===== config.mk =====
export PLATFORM = sky130hd
export DESIGN_NAME = param_adder_accum
export DESIGN_NICKNAME = d
export VERILOG_FILES = /design/src/rtl/param_adder_accum.sv
export SDC_FILE = /design/constraint.sdc
export NUM_CORES = 1
export LEC_CHECK = 0
export BUFFER_PORTS_ARGS = -buffer_cell sky130_fd_sc_hd__buf_2
export CAP_MARGIN = 20
export CORE_AREA = 2 2 53 80
export DETAILED_ROUTE_END_ITERATION = 8
export DIE_AREA = 0 0 55 82
export PLACE_DENSITY = 0.57
export SETUP_SLACK_MARGIN = 0.3
export SYNTH_ARGS = -nofsm -noshare
export SYNTH_HDL_FRONTEND = slang
export SYNTH_SLANG_ARGS = --single-unit
export TNS_END_PERCENT = 50

===== constraint.sdc =====
create_clock -name clk -period 2.2 [get_ports clk]
set_input_delay 0.11 -clock clk [delete_from_list [all_inputs] [get_ports clk]]
set_output_delay 0.11 -clock clk [all_outputs]
set_load 0.01 [all_outputs]

===== src/rtl/param_adder_accum.sv =====
// param_adder_accum: registered unsigned add / subtract / accumulate unit.
// It has valid/ready handshakes on the input and output sides and a running
// accumulator with an op counter.
// Build option: define SATURATE_EN to clamp results instead of wrapping.
// ADD and ACC clamp to all-ones; SUB clamps to zero. The carry output still
// flags the overflow or borrow.
// Mode encoding: 00 ADD | 01 SUB | 10 ACC | 11 CLR

module param_adder_accum #(
    parameter int WIDTH = 4,
    parameter int CNT_W = 4
) (
    input  logic             clk,
    input  logic             reset,
    input  logic             in_valid,
    output logic             in_ready,
    input  logic [WIDTH-1:0] op_a,
    input  logic [WIDTH-1:0] op_b,
    input  logic [1:0]       mode,
    output logic             out_valid,
    input  logic             out_ready,
    output logic [WIDTH-1:0] result,
    output logic             carry,
    output logic [CNT_W-1:0] acc_count
);

    typedef enum logic [1:0] {
        MODE_ADD = 2'b00,
        MODE_SUB = 2'b01,
        MODE_ACC = 2'b10,
        MODE_CLR = 2'b11
    } mode_t;

    logic             r_out_valid;
    logic [WIDTH-1:0] r_result;
    logic             r_carry;
    logic [WIDTH-1:0] r_acc;
    logic [CNT_W-1:0] r_acc_count;

    logic [WIDTH:0]   w_add;
    logic [WIDTH:0]   w_sub;
    logic [WIDTH:0]   w_acc;
    logic [WIDTH-1:0] w_add_res;
    logic [WIDTH-1:0] w_sub_res;
    logic [WIDTH-1:0] w_acc_res;
    logic [WIDTH-1:0] w_res_next;
    logic             w_carry_next;
    logic             w_accept;

    // The new beat may replace the old result in the same cycle that the old result is popped.
    assign in_ready  = ~r_out_valid | out_ready;
    assign w_accept  = in_valid & in_ready;

    assign out_valid = r_out_valid;
    assign result    = r_result;
    assign carry     = r_carry;
    assign acc_count = r_acc_count;

    // The top bit of each extended sum is the carry; the top bit of the extended difference is the borrow.
    assign w_add = {1'b0, op_a} + {1'b0, op_b};
    assign w_sub = {1'b0, op_a} - {1'b0, op_b};
    assign w_acc = {1'b0, r_acc} + {1'b0, op_a};

`ifdef SATURATE_EN
    assign w_add_res = w_add[WIDTH] ? {WIDTH{1'b1}} : w_add[WIDTH-1:0];
    assign w_sub_res = w_sub[WIDTH] ? {WIDTH{1'b0}} : w_sub[WIDTH-1:0];
    assign w_acc_res = w_acc[WIDTH] ? {WIDTH{1'b1}} : w_acc[WIDTH-1:0];
`else
    assign w_add_res = w_add[WIDTH-1:0];
    assign w_sub_res = w_sub[WIDTH-1:0];
    assign w_acc_res = w_acc[WIDTH-1:0];
`endif

    // Select the result and carry for the beat being presented.
    always_comb begin
        w_res_next   = '0;
        w_carry_next = 1'b0;
        case (mode_t'(mode))
            MODE_ADD: begin
                w_res_next   = w_add_res;
                w_carry_next = w_add[WIDTH];
            end
            MODE_SUB: begin
                w_res_next   = w_sub_res;
                w_carry_next = w_sub[WIDTH];
            end
            MODE_ACC: begin
                w_res_next   = w_acc_res;
                w_carry_next = w_acc[WIDTH];
            end
            default: begin
                w_res_next   = '0;
                w_carry_next = 1'b0;
            end
        endcase
    end

    // Load the output register when a beat is accepted; the accumulator and counter change only then.
    always_ff @(posedge clk or posedge reset) begin
        if (reset) begin
            r_out_valid <= 1'b0;
            r_result    <= '0;
            r_carry     <= 1'b0;
            r_acc       <= '0;
            r_acc_count <= '0;
        end else if (w_accept) begin
            r_out_valid <= 1'b1;
            r_result    <= w_res_next;
            r_carry     <= w_carry_next;
            if (mode_t'(mode) == MODE_ACC) begin
                r_acc       <= w_acc_res;
                r_acc_count <= r_acc_count + CNT_W'(1);
            end else if (mode_t'(mode) == MODE_CLR) begin
                r_acc       <= '0;
                r_acc_count <= '0;
            end
        end else if (out_ready) begin
            r_out_valid <= 1'b0;
        end
    end

endmodule


==> results of run 1 <==
## cells by family after synthesis
| logic type | after synthesis | synth area share [%] |
|---|---|---|
| xor gates and xnor gates | 3 | 2.534 |
| AOI/OAI and AO/OA | 30 | 16.89 |
| muxes | 2 | 2.051 |
| and+or+nand+nor | 40 | 17.37 |
| adders and majority gates | 16 | 21.47 |
| DFF | 14 | 33.78 |
| buffers and inverters | 15 | 5.911 |
## Yosys cell counts, drive strengths merged
library cell   n
a221oi         1
or4            1
o21bai         1
o21a           1
buf            2
nand2         18
nor2b          4
o31ai          2
nor3           4
a31oi          2
o31a           1
nor2           7
o21ai         15
ha            13
fa             3
xor2           1
a21o           1
mux2           1
a22oi          1
dfrtp         14
clkbuf         2
inv           11
xnor2          2
nand3          3
mux2i          1
nand2b         3
a21oi          5
## per-layer routing
layer	global-route usage, %	vias to the layer above	share of wire (%)
met5	0	-	0
met4	7.073	0	2.8
met3	2.000	6	3.2
met2	20.95	21	52
met1	12.44	442	41
li1	-	455	-
## repair_timing
| item | 4_1_cts | 5_1_grt |
|---|---|---|
| hold endpoints to repair | 14 | 0 |
| buffers inserted | 0 | 0 |
| hold buffers | 1 | 0 |
## critical path, delay by kind of cell (launching register included)
kind	cells	cell delay, ns
adder cells (fa/ha/maj)	2	0.56
AO/OA/AOI/OAI	4	0.59
AND/OR/NAND/NOR	1	0.12
buffers and inverters	1	0.05
flip-flops	1	0.35
## power groups by stage
stage / combinational, W / sequential, W / clock (W)
after global placement: 0.000288 / 0.000347 / 0
after detailed placement: 0.000298 / 0.000348 / 0
after global routing: 0.000337 / 0.000351 / 0.000227
final: 0.000292 / 0.000345 / 0.000208
after CTS: 0.000299 / 0.000345 / 0.000212
after floorplan: 0.000187 / 0.000358 / 0
## layout make-up
class,instances,share of cell area [%]
Multi-Input combinational cell,91,50.25
Sequential cell,14,28.14
Tap cell,45,4.523
Timing Repair Buffer,25,10.45
Inverter,11,3.317
Clock buffer,3,3.317
## path summary, 6_finish.rpt
path                                start            to  slack [ns]  cells past startpoint
worst max register to register   r_acc[0]         carry        0.47                      8
max in group asynchronous           reset  acc_count[0]        1.40                      3
min in group asynchronous           reset     result[0]        0.45                      3
worst max-delay path             r_acc[0]         carry        0.47                      8
worst min register to register  result[1]     result[1]        0.47                      2
worst min-delay path             in_valid     out_valid        0.08                      2
## registers in the layout (all words and copies together) (netlist names)
register,flops
acc_count,4
carry,1
out_valid,1
r_acc,4
result,4
## per-stage QoR
| stage | power (W) | instances | cell area [sq um] | hold WS, ns |
|---|---|---|---|---|
| 4_1_cts | 0.0008565 | 189 | 1245 | 0.07955 |
| 5_1_grt | 0.0009144 | 189 | 1245 | 0.09597 |
| 6_report | 0.0008451 | 189 | 1245 | 0.07851 |
| 2_1_floorplan | 0.0005453 | 120 | 1037 | -0.0007809 |
| 3_5_place_dp | 0.0006458 | 185 | 1194 | 0.1909 |
| 3_3_place_gp | 0.0006350 | 185 | 1194 | 0.1778 |
==> summary.md, run 1 <==
| Metric | Value |
|---|---|
| Worst-skew pair later-pin latency | `around 0.24 ns` |
| GR Util All Layers | `roughly an eighth` |
| Crit path time final | `approximately 1.7 ns` |
| Clk slew on worst S/H paths | `about 0.060 ns` |
| GPL Wtd Cong | `approximately 0.84` |
| Clock Path Buffers | `2` |
| Share of layout cells above drive strength 1 | `about a fifth` |
| Routed vias/inst | `4.889` |
| Initial antenna violation count | `0` |
| Endpoints failing setup | `0` |
| Most Frequent Cell on Critical Path | `o21ai_0` |
| Lkg Pwr | `roughly 0.62 nW` |
| DRC errors left | `0` |
| Post-cts sizing count | `0` |
| Max stage delay on crit path | `between 0.3 and 0.4 ns` |
| Sequential cell area fraction in the yosys report | `33.78%` |
| Largest net degree at the start of global routing | `17` |
| Clk sinks | `14` |
| Drt first pass iters | `4` |
| # IOs | `25` |
| WS Path Type | `flop to flop` |
| Initial Utilization | `approximately 27%` |
| Total Neg Setup Slack | `0 ns` |
| Critical Path RT | `2.36 ns` |
| Part of the power in the clock network | `approximately 25%` |
| Syn Nets | `150` |
| Crit path max fanout | `2` |
| Sw Pwr | `0.0002831 W` |
| Max-cap violations | `0` |
| Final period util | `78.83%` |
| Syn Area/Cell | `8.644 sq um` |
| CP startpoint kind | `flop` |
| Worst path slowest cell | `fa_1` |
| Grt total ovfl | `0` |
| Commonest non-fill, non-tap cell in the layout | `buf_2` |
| Syn Inst Count | `120` |
| RSZ-0062 raised after global routing | `false` |
| Layout Nets | `176` |
| Filler cells | `421` |
| Multi-input logic area | `approximately 630 sq um` |
| CTS tree | `done` |
| Global-route wire length before repair | `between 3 and 4 mm` |
| Die footprint | `4510 sq um` |
| Final core occ | `about a third` |
| Area share of the largest cell type after synthesis | `33.78%` |
| Die Wd | `55 um` |
| Worst slew pin tran | `0.5607 ns` |
| Routed len/inst | `between 10 and 15 um` |
| Worst hold path class | `primary input to flop` |
| Pwr Density | `about 680 nW/um^2` |
| Row cnt | `28` |
| Net Sw Frac | `33.50%` |
| Combinational fraction of design power | `between 30% and 40%` |
| Setup WS pre-CTS | `roughly 0.46 ns` |
| Worst vdd ir | `about 0.31 mV` |
| Setup WS post-layout | `0.4657 ns` |
| Violation count after the first detailed-route iteration | `8` |
| Post-synth cell types | `29` |
| Most frequent cells in the layout | `24 x buf_2, 18 x nand2_1, 14 x o21ai_0, 14 x dfrtp_1, 13 x ha_1` |
| Chip height | `between 80 and 90 um` |
| Via count | `between 900 and 1k` |
| Clk_skew | `~0.0013 ns` |
| Fin. Hold Viols | `0` |
| CTS root buffer | `clkbuf_8` |
| Antenna cells | `0` |
| Reg power frac | `around 41%` |
| FMAX | `0.5766 GHz` |
| Slew Limit Fails | `0` |
| Crit-path cells | `ha_1 -> inv_1 -> fa_1 -> nor2b_1 -> o21ai_0 -> a221oi_1 -> a31oi_1 -> o21ai_0` |
| FF/Latch Area | `350.3 sq um` |
| Total routed wirelength | `between 2 and 2.5 mm` |
| CP Data Arrival Time | `around 1.9 ns` |
| H-tree depth | `1` |
| Int Pwr | `between 0.0005 and 0.0006 W` |
| Synth-to-Final Area Change | `20.02%` |
| Post-DRT Antenna Nets | `0` |
| Largest area contributor in the netlist | `dfrtp_1` |
| CTS Buf Count | `3` |
| Slew HR | `roughly 63%` |
| Worst setup EP type | `flop` |
| Core Area | `roughly 3900 sq um` |
| Vias in the first global route | `around 900` |
| Status | `complete, no violations` |
| Synthesized flop and latch total | `14` |
| Port bufs | `24` |
| Post-DP HPWL | `between 1.5 and 2 mm` |
| Synth warn | `0` |
| Top cells by area, synth | `dfrtp_1 34%, ha_1 16%, o21ai_0 6.8%` |
| Synthesized area | `just over 1000 sq um` |
Note: power is estimated with default switching activity, not from simulation.
==> run 2: changes to the inputs <==
--- a/config.mk
+++ b/config.mk
@@ -5,11 +5,12 @@
 export SDC_FILE = /design/constraint.sdc
 export NUM_CORES = 1
 export LEC_CHECK = 0
+export ABC_AREA = 1
 export BUFFER_PORTS_ARGS = -buffer_cell sky130_fd_sc_hd__buf_2
 export CAP_MARGIN = 20
-export CORE_AREA = 2 2 53 80
+export CORE_AREA = 2 2 55 83
 export DETAILED_ROUTE_END_ITERATION = 8
-export DIE_AREA = 0 0 55 82
+export DIE_AREA = 0 0 57 85
 export PLACE_DENSITY = 0.57
 export SETUP_SLACK_MARGIN = 0.3
 export SYNTH_ARGS = -nofsm -noshare
==> constraint.sdc (replaced) <==
create_clock -name clk -period 1.8 [get_ports clk]
set_input_delay 0.09 -clock clk [delete_from_list [all_inputs] [get_ports clk]]
set_output_delay 0.09 -clock clk [all_outputs]
set_load 0.01 [all_outputs]
==> run 2 against run 1 <==
Effect of this change:
- non-clock buffer count up 1
- count of clock-buffer cells in the layout unchanged
- critical path depth down 1
- sequential cell count unchanged
- worst hold slack better by 0.058 ns
- die area up 7.4%
- synthesized cell count up 15%
- clock power up 22%
- sequential share of layout area down 2.1 points
==> summary.md, run 2 <==
| Metric | Value |
|---|---|
| Status | `complete, no violations` |
| Initial Utilization | `27.10%` |
| Share of layout cells above drive strength 1 | `26.22%` |
| Post-DRT Antenna Nets | `0` |
| Post-DP HPWL | `slightly above 2 mm` |
| Global-route wire length before repair | `~4.3 mm` |
| Routed vias/inst | `around 4.6` |
| Grt total ovfl | `0` |
| WL met2 | `1.350 mm` |
| Lkg Pwr | `roughly 0.74 nW` |
| Row cnt | `29` |
| Most frequent cell after synthesis | `nand2_1` |
| Fin. Hold Viols | `0` |
| Worst vdd ir | `a little over 0.4 mV` |
| Port bufs | `24` |
| Syn Area/Cell | `about 8.1 sq um` |
| Post-route cell area | `between 1000 and 1500 sq um` |
| Crit path max fanout | `2` |
| CP delay by family, top | `adder cells` |
| Endpoints failing setup | `0` |
| Total routed wirelength | `around 2.5 mm` |
| Initial antenna violation count | `0` |
| Synth warn | `0` |
| Die Wd | `between 50 and 60 um` |
| CP Data Arrival Time | `1.74 ns` |
| Post-synth cell types | `24` |
| Slew Limit Fails | `0` |
| RSZ-0062 raised after global routing | `true` |
| Slew HR | `63.24%` |
| Total Neg Setup Slack | `0 ns` |
| # IOs | `25` |
| Clock Path Buffers | `2` |
| M1 WL | `approximately 1 mm` |
| Filler cells | `between 400 and 500` |
| Synth Flop Type | `dfrtp_1` |
| R2r setup slk | `about 0.24 ns` |
| CP bufs+invs | `1` |
| Vias in the first global route | `1023` |
| FMAX | `around 0.64 GHz` |
| Final period util | `between 80 and 90%` |
| Post-synth EDFFs | `0` |
| WS Path Type | `flop to flop` |
| Syn Nets | `168` |
| Synthesized flop and latch total | `14` |
| Synthesized area | `between 1000 and 1500 sq um` |
| CTS root buffer | `clkbuf_8` |
| Drt first pass iters | `4` |
| Top cells by area, synth | `dfrtp_1 31%, ha_1 15%, nand2_1 12%` |
| Most frequent cells after synthesis | `37 x nand2_1, 21 x inv_1, 14 x dfrtp_1` |
| Synth-to-Final Area Change | `20.20%` |
| Critical Path RT | `approximately 2 ns` |
| H-tree depth | `1` |
| Async set or reset register ratio after synthesis | `between 90% and 100%` |
| Clk sinks | `14` |
| DP Area | `around 1300 sq um` |
| Crit path time final | `1.562 ns` |
| GR Util All Layers | `between 10% and 20%` |
| Core Area | `4136 sq um` |
| Max stage delay on crit path | `0.41 ns` |
| Worst setup EP type | `flop` |
| Worst path slowest cell | `fa_2` |
| Clk_skew | `approximately 0.0008 ns` |
| Routed len/inst | `~12 um` |
| Worst slew pin tran | `between 0.5 and 0.6 ns` |
| Most frequent cells in the layout | `35 x nand2_1, 24 x buf_2, 19 x inv_1, 14 x dfrtp_1, 12 x ha_1` |
| Via count | `around 970` |
| Pwr Density | `roughly 770 nW/um^2` |
| Violation count after the first detailed-route iteration | `19` |
| FF/Latch Area | `350.3 sq um` |
| CTS tree | `done` |
| CP startpoint kind | `flop` |
| Metal3 WL | `~60 um` |
| Largest area contributor in the netlist | `dfrtp_1` |
| Antenna cells | `0` |
| Clk slew on worst S/H paths | `0.06 ns` |
| Highest layer used for signal routing | `met4` |
| GPL Wtd Cong | `0.7939` |
| Sequential cell area fraction in the yosys report | `between 30% and 40%` |
| Layout Nets | `roughly 200` |
| DRC errors left | `0` |
| Syn Inst Count | `between 100 and 150` |
| Crit-path cells | `ha_2 -> inv_2 -> fa_2 -> or2_1 -> o31ai_1 -> o21ai_1 -> nand2_1` |
| Chip height | `roughly 85 um` |
| Worst hold path class | `primary input to flop` |
| CTS Buf Count | `3` |
| Area share of the largest cell type after synthesis | `around 31%` |
| Multi-input logic area | `669.4 sq um` |
| Die footprint | `4845 sq um` |
| Commonest non-fill, non-tap cell in the layout | `nand2_1` |
| Max-cap violations | `0` |
| Worst-skew pair later-pin latency | `approximately 0.24 ns` |
| Largest net degree at the start of global routing | `15` |
run 2: cell type report:
cell class                      count  share of cell area, %
Clock buffer                        3                  3.064
Inverter                           22                  6.500
Multi-Input combinational cell     99                  49.68
Sequential cell                    14                  26.00
Tap cell                           46                  4.271
Timing Repair Buffer               26                  10.49
run 2: logic make-up after synthesis:
group,after synthesis,share of synthesized area [%]
adder cells (fa/ha/maj),16,19.87
buffers and inverters,25,10.83
AND/OR/NAND/NOR,62,25.22
XOR/XNOR,3,2.344
AO/OA/AOI/OAI,18,10.49
flip-flops,14,31.25
run 2: final timing paths:
path / endpoint / startpoint / depth (start not counted)
max: result[1] / r_acc[0] / 7
min reg2reg: carry / carry / 2
max in group asynchronous: acc_count[1] / reset / 3
min in group asynchronous: r_acc[2] / reset / 3
min: out_valid / out_ready / 4
max reg2reg: result[1] / r_acc[0] / 7
run 2: report_power, final:
group	internal (W)	leakage, nW	switching, W
logic	0.000157	0.537	0.000208
clock network	0.000148	0.0216	0.000106
registers	0.000372	0.181	0.0000462
total	0.000676	0.740	0.000360
run 2: per-layer routing:
layer | vias to the layer above | track usage (%)
met5 | - | 0
met4 | 0 | 5.497
met3 | 6 | 1.067
met2 | 18 | 20.79
met1 | 450 | 11.93
li1 | 498 | -
run 2: tightest hold or removal path, cell delays in order:
cell and delay, ns:
buf_2 0.07, inv_1 0.05, nand2_4 0.07, nand2_1 0.05
run 2: per-stage QoR:
stage | setup WS (ns) | instances | utilization [%] | total power [W] | hold slack [ns]
5_1_grt | 0.1594 | 210 | 32.58 | 0.001117 | 0.1577
4_1_cts | 0.2538 | 209 | 31.88 | 0.001034 | 0.1451
3_3_place_gp | 0.3019 | 205 | 30.58 | 0.0007649 | 0.1700
3_5_place_dp | 0.2440 | 205 | 30.58 | 0.0007734 | 0.1693
6_report | 0.2384 | 210 | 32.58 | 0.001037 | 0.1366
2_1_floorplan | 0.3257 | 138 | - | 0.0006597 | -0.02078
run 2: timing repair:
action | in CTS | in global routing
setup endpoints to repair | 3 | 4
endpoints found under the hold margin | 14 | 0
gates resized for setup | 1 | 8
setup buffers | 0 | 1
hold buffers | 1 | 0
pin swaps | 2 | 8
==> run 3: changes to the inputs <==
--- a/config.mk
+++ b/config.mk
@@ -6,9 +6,11 @@
 export NUM_CORES = 1
 export LEC_CHECK = 0
 export ABC_AREA = 1
-export BUFFER_PORTS_ARGS = -buffer_cell sky130_fd_sc_hd__buf_2
+export BUFFER_PORTS_ARGS = -buffer_cell sky130_fd_sc_hd__buf_4
 export CAP_MARGIN = 20
 export CORE_AREA = 2 2 55 83
+export CTS_BUF_LIST = sky130_fd_sc_hd__clkbuf_4 sky130_fd_sc_hd__clkbuf_8
+export CTS_CLUSTER_SIZE = 16
 export DETAILED_ROUTE_END_ITERATION = 8
 export DIE_AREA = 0 0 57 85
 export PLACE_DENSITY = 0.57
==> run 3 against run 2 <==
Effect of this change:
- clock skew rose by 0.0047 ns
- combinational power rose by 8.5%
- sequential power about the same
- clock power rose by 22%
- worst hold slack got worse by 0.0053 ns
- non-clock buffer count is 1 higher
- maximum frequency down 1.9%
- via count shrank 2.4%
==> summary.md, run 3 (same netlist as run 2, synthesis figures left out) <==
| Metric | Value |
|---|---|
| Status | `complete, no violations` |
| RR Startpoint | `r_acc[0]` |
| Most frequent cells in the layout | `36 x nand2_1, 26 x buf_4, 20 x inv_1, 14 x dfrtp_1, 13 x nand3_1` |
| Share of layout cells above drive strength 1 | `around a quarter` |
| Global-route wire length before repair | `approximately 4.4 mm` |
| GPL Wtd Cong | `between 0.7 and 0.8` |
| Fin. Hold Viols | `0` |
| Initial antenna violation count | `0` |
| R2r setup slk | `0.21 ns` |
| CP startpoint kind | `flop` |
| CTS Buf Count | `3` |
| Worst vdd ir | `0.3642 mV` |
| Reg2reg end | `result[1]` |
| CTS root buffer | `clkbuf_8` |
| Chip height | `approximately 85 um` |
| Slew HR | `63.08%` |
| Total Neg Setup Slack | `0 ns` |
| Reg2Reg Depth | `7` |
| Critical Path RT | `just under 2 ns` |
| Worst hold path class | `primary input to flop` |
| Die footprint | `4845 sq um` |
| CP Data Arrival Time | `1.73 ns` |
| Port bufs | `24` |
| Critical Path End | `result[1]` |
| Largest net degree at the start of global routing | `15` |
| Violation count after the first detailed-route iteration | `10` |
| Worst setup EP type | `flop` |
| Worst slew pin tran | `around 0.55 ns` |
| GR Util All Layers | `between 10 and 15%` |
| WS Path Type | `flop to flop` |
| Crit-path cells | `ha_2 -> inv_2 -> fa_2 -> or2_1 -> o31ai_2 -> o21ai_1 -> nand2_1` |
| Die Wd | `roughly 57 um` |
| Grt total ovfl | `0` |
| CP bufs+invs | `1` |
| CTS tree | `done` |
| Layout Nets | `about 200` |
| Commonest non-fill, non-tap cell in the layout | `nand2_1` |
| Synth-to-Final Area Change | `26.79%` |
| Vias in the first global route | `~1000` |
| Max stage delay on crit path | `approximately 0.50 ns` |
| Routed vias/inst | `4.476` |
| Lkg Pwr | `between 0.7 and 0.8 nW` |
| Post-DRT Antenna Nets | `0` |
| Clk_skew | `approximately 0.0055 ns` |
| Pwr Density | `around 790 nW/um^2` |
| RSZ-0062 raised after global routing | `true` |
| Slew Limit Fails | `0` |
| Endpoints failing setup | `0` |
| Final period util | `roughly 88%` |
| CP delay by family, top | `adder cells` |
| Clock Path Buffers | `2` |
| Crit path max fanout | `2` |
| # IOs | `25` |
| FMAX | `~0.63 GHz` |
| Routed len/inst | `around 12 um` |
| Row cnt | `29` |
| DRC errors left | `0` |
| Timing startpoint of the critical path | `r_acc[0]` |
| Total routed wirelength | `approximately 2.5 mm` |
| Worst path slowest cell | `fa_2` |
| Clk sinks | `14` |
| Post-DP HPWL | `2.044 mm` |
| Initial Utilization | `a little over a quarter` |
| Cell depth of the worst setup path | `7` |
| Core Area | `about 4100 sq um` |
| Via count | `949` |
| Worst-skew pair later-pin latency | `about 0.24 ns` |
| Setup WS pre-CTS | `approximately 0.26 ns` |
| Clk slew on worst S/H paths | `approximately 0.060 ns` |
| H-tree depth | `1` |
| Antenna cells | `0` |
| Setup WS post-layout | `approximately 0.21 ns` |
| Max-cap violations | `0` |
| Drt first pass iters | `4` |
| Crit path time final | `1.593 ns` |
[run 3: cell types whose count changed in the layout (fill, tap and decap cells not counted), sizes merged]
cell | before | now
clkbuf | 3 | 4
buf | 25 | 26
[run 3: how the worst min path moves through the flow]
stage	startpoint	to	slack, ns	cells past startpoint
3_5_place_dp	reset	r_acc[2]	0.18	2
3_3_place_gp	reset	result[2]	0.18	2
4_1_cts	out_ready	out_valid	0.13	4
2_1_floorplan	reset	acc_count[0]	-0.02	1
5_1_grt	out_ready	out_valid	0.14	4
6_report	out_ready	out_valid	0.13	4
[run 3: layer usage]
layer / wire length [um] / vias up / GRT usage [%]
met4: 44 / 0 / 5.074
met1: 989 / 435 / 12.59
met2: 1382 / 15 / 21.73
met5: 0 / - / 0
met3: 76 / 2 / 1.067
li1: - / 497 / -
[run 3: per-stage QoR]
step | area (sq um) | util (%) | hold slack, ns | power [W] | std cells
2_1_floorplan | 1121 | - | -0.02078 | 0.0006597 | 138
3_3_place_gp | 1325 | 32.03 | 0.1764 | 0.0007993 | 205
3_5_place_dp | 1325 | 32.03 | 0.1826 | 0.0008048 | 205
4_1_cts | 1395 | 33.73 | 0.1312 | 0.001122 | 210
5_1_grt | 1421 | 34.36 | 0.1382 | 0.001218 | 212
6_report | 1421 | 34.36 | 0.1313 | 0.001123 | 212
[run 3: cell type report]
cell class                      count  area (sq um)
Sequential cell                    14         350.3
Inverter                           22         87.58
Timing Repair Buffer               27         205.2
Fill cell                         474          2715
Multi-Input combinational cell     99         665.6
Tap cell                           46         57.56
Clock buffer                        4         55.05
[run 3: timing repair]
item                                   CTS  global route
pin swaps                                1             1
setup endpoints to repair                4             4
buffers inserted                         0             2
hold buffers                             1             0
endpoints found under the hold margin   14             0
gates resized for setup                  3             3
[run 3: tightest hold or removal path, cell delays in order]
cell	delay, ns
buf_4	0.07
inv_1	0.05
nand2_4	0.07
nand2_1	0.05
[run 3: power breakdown]
part / internal (W) / switching [W] / leakage [nW]
combinational: 0.000189 / 0.000207 / 0.556
clock: 0.000194 / 0.000116 / 0.0288
sequential: 0.000372 / 0.0000460 / 0.181
total: 0.000755 / 0.000368 / 0.766
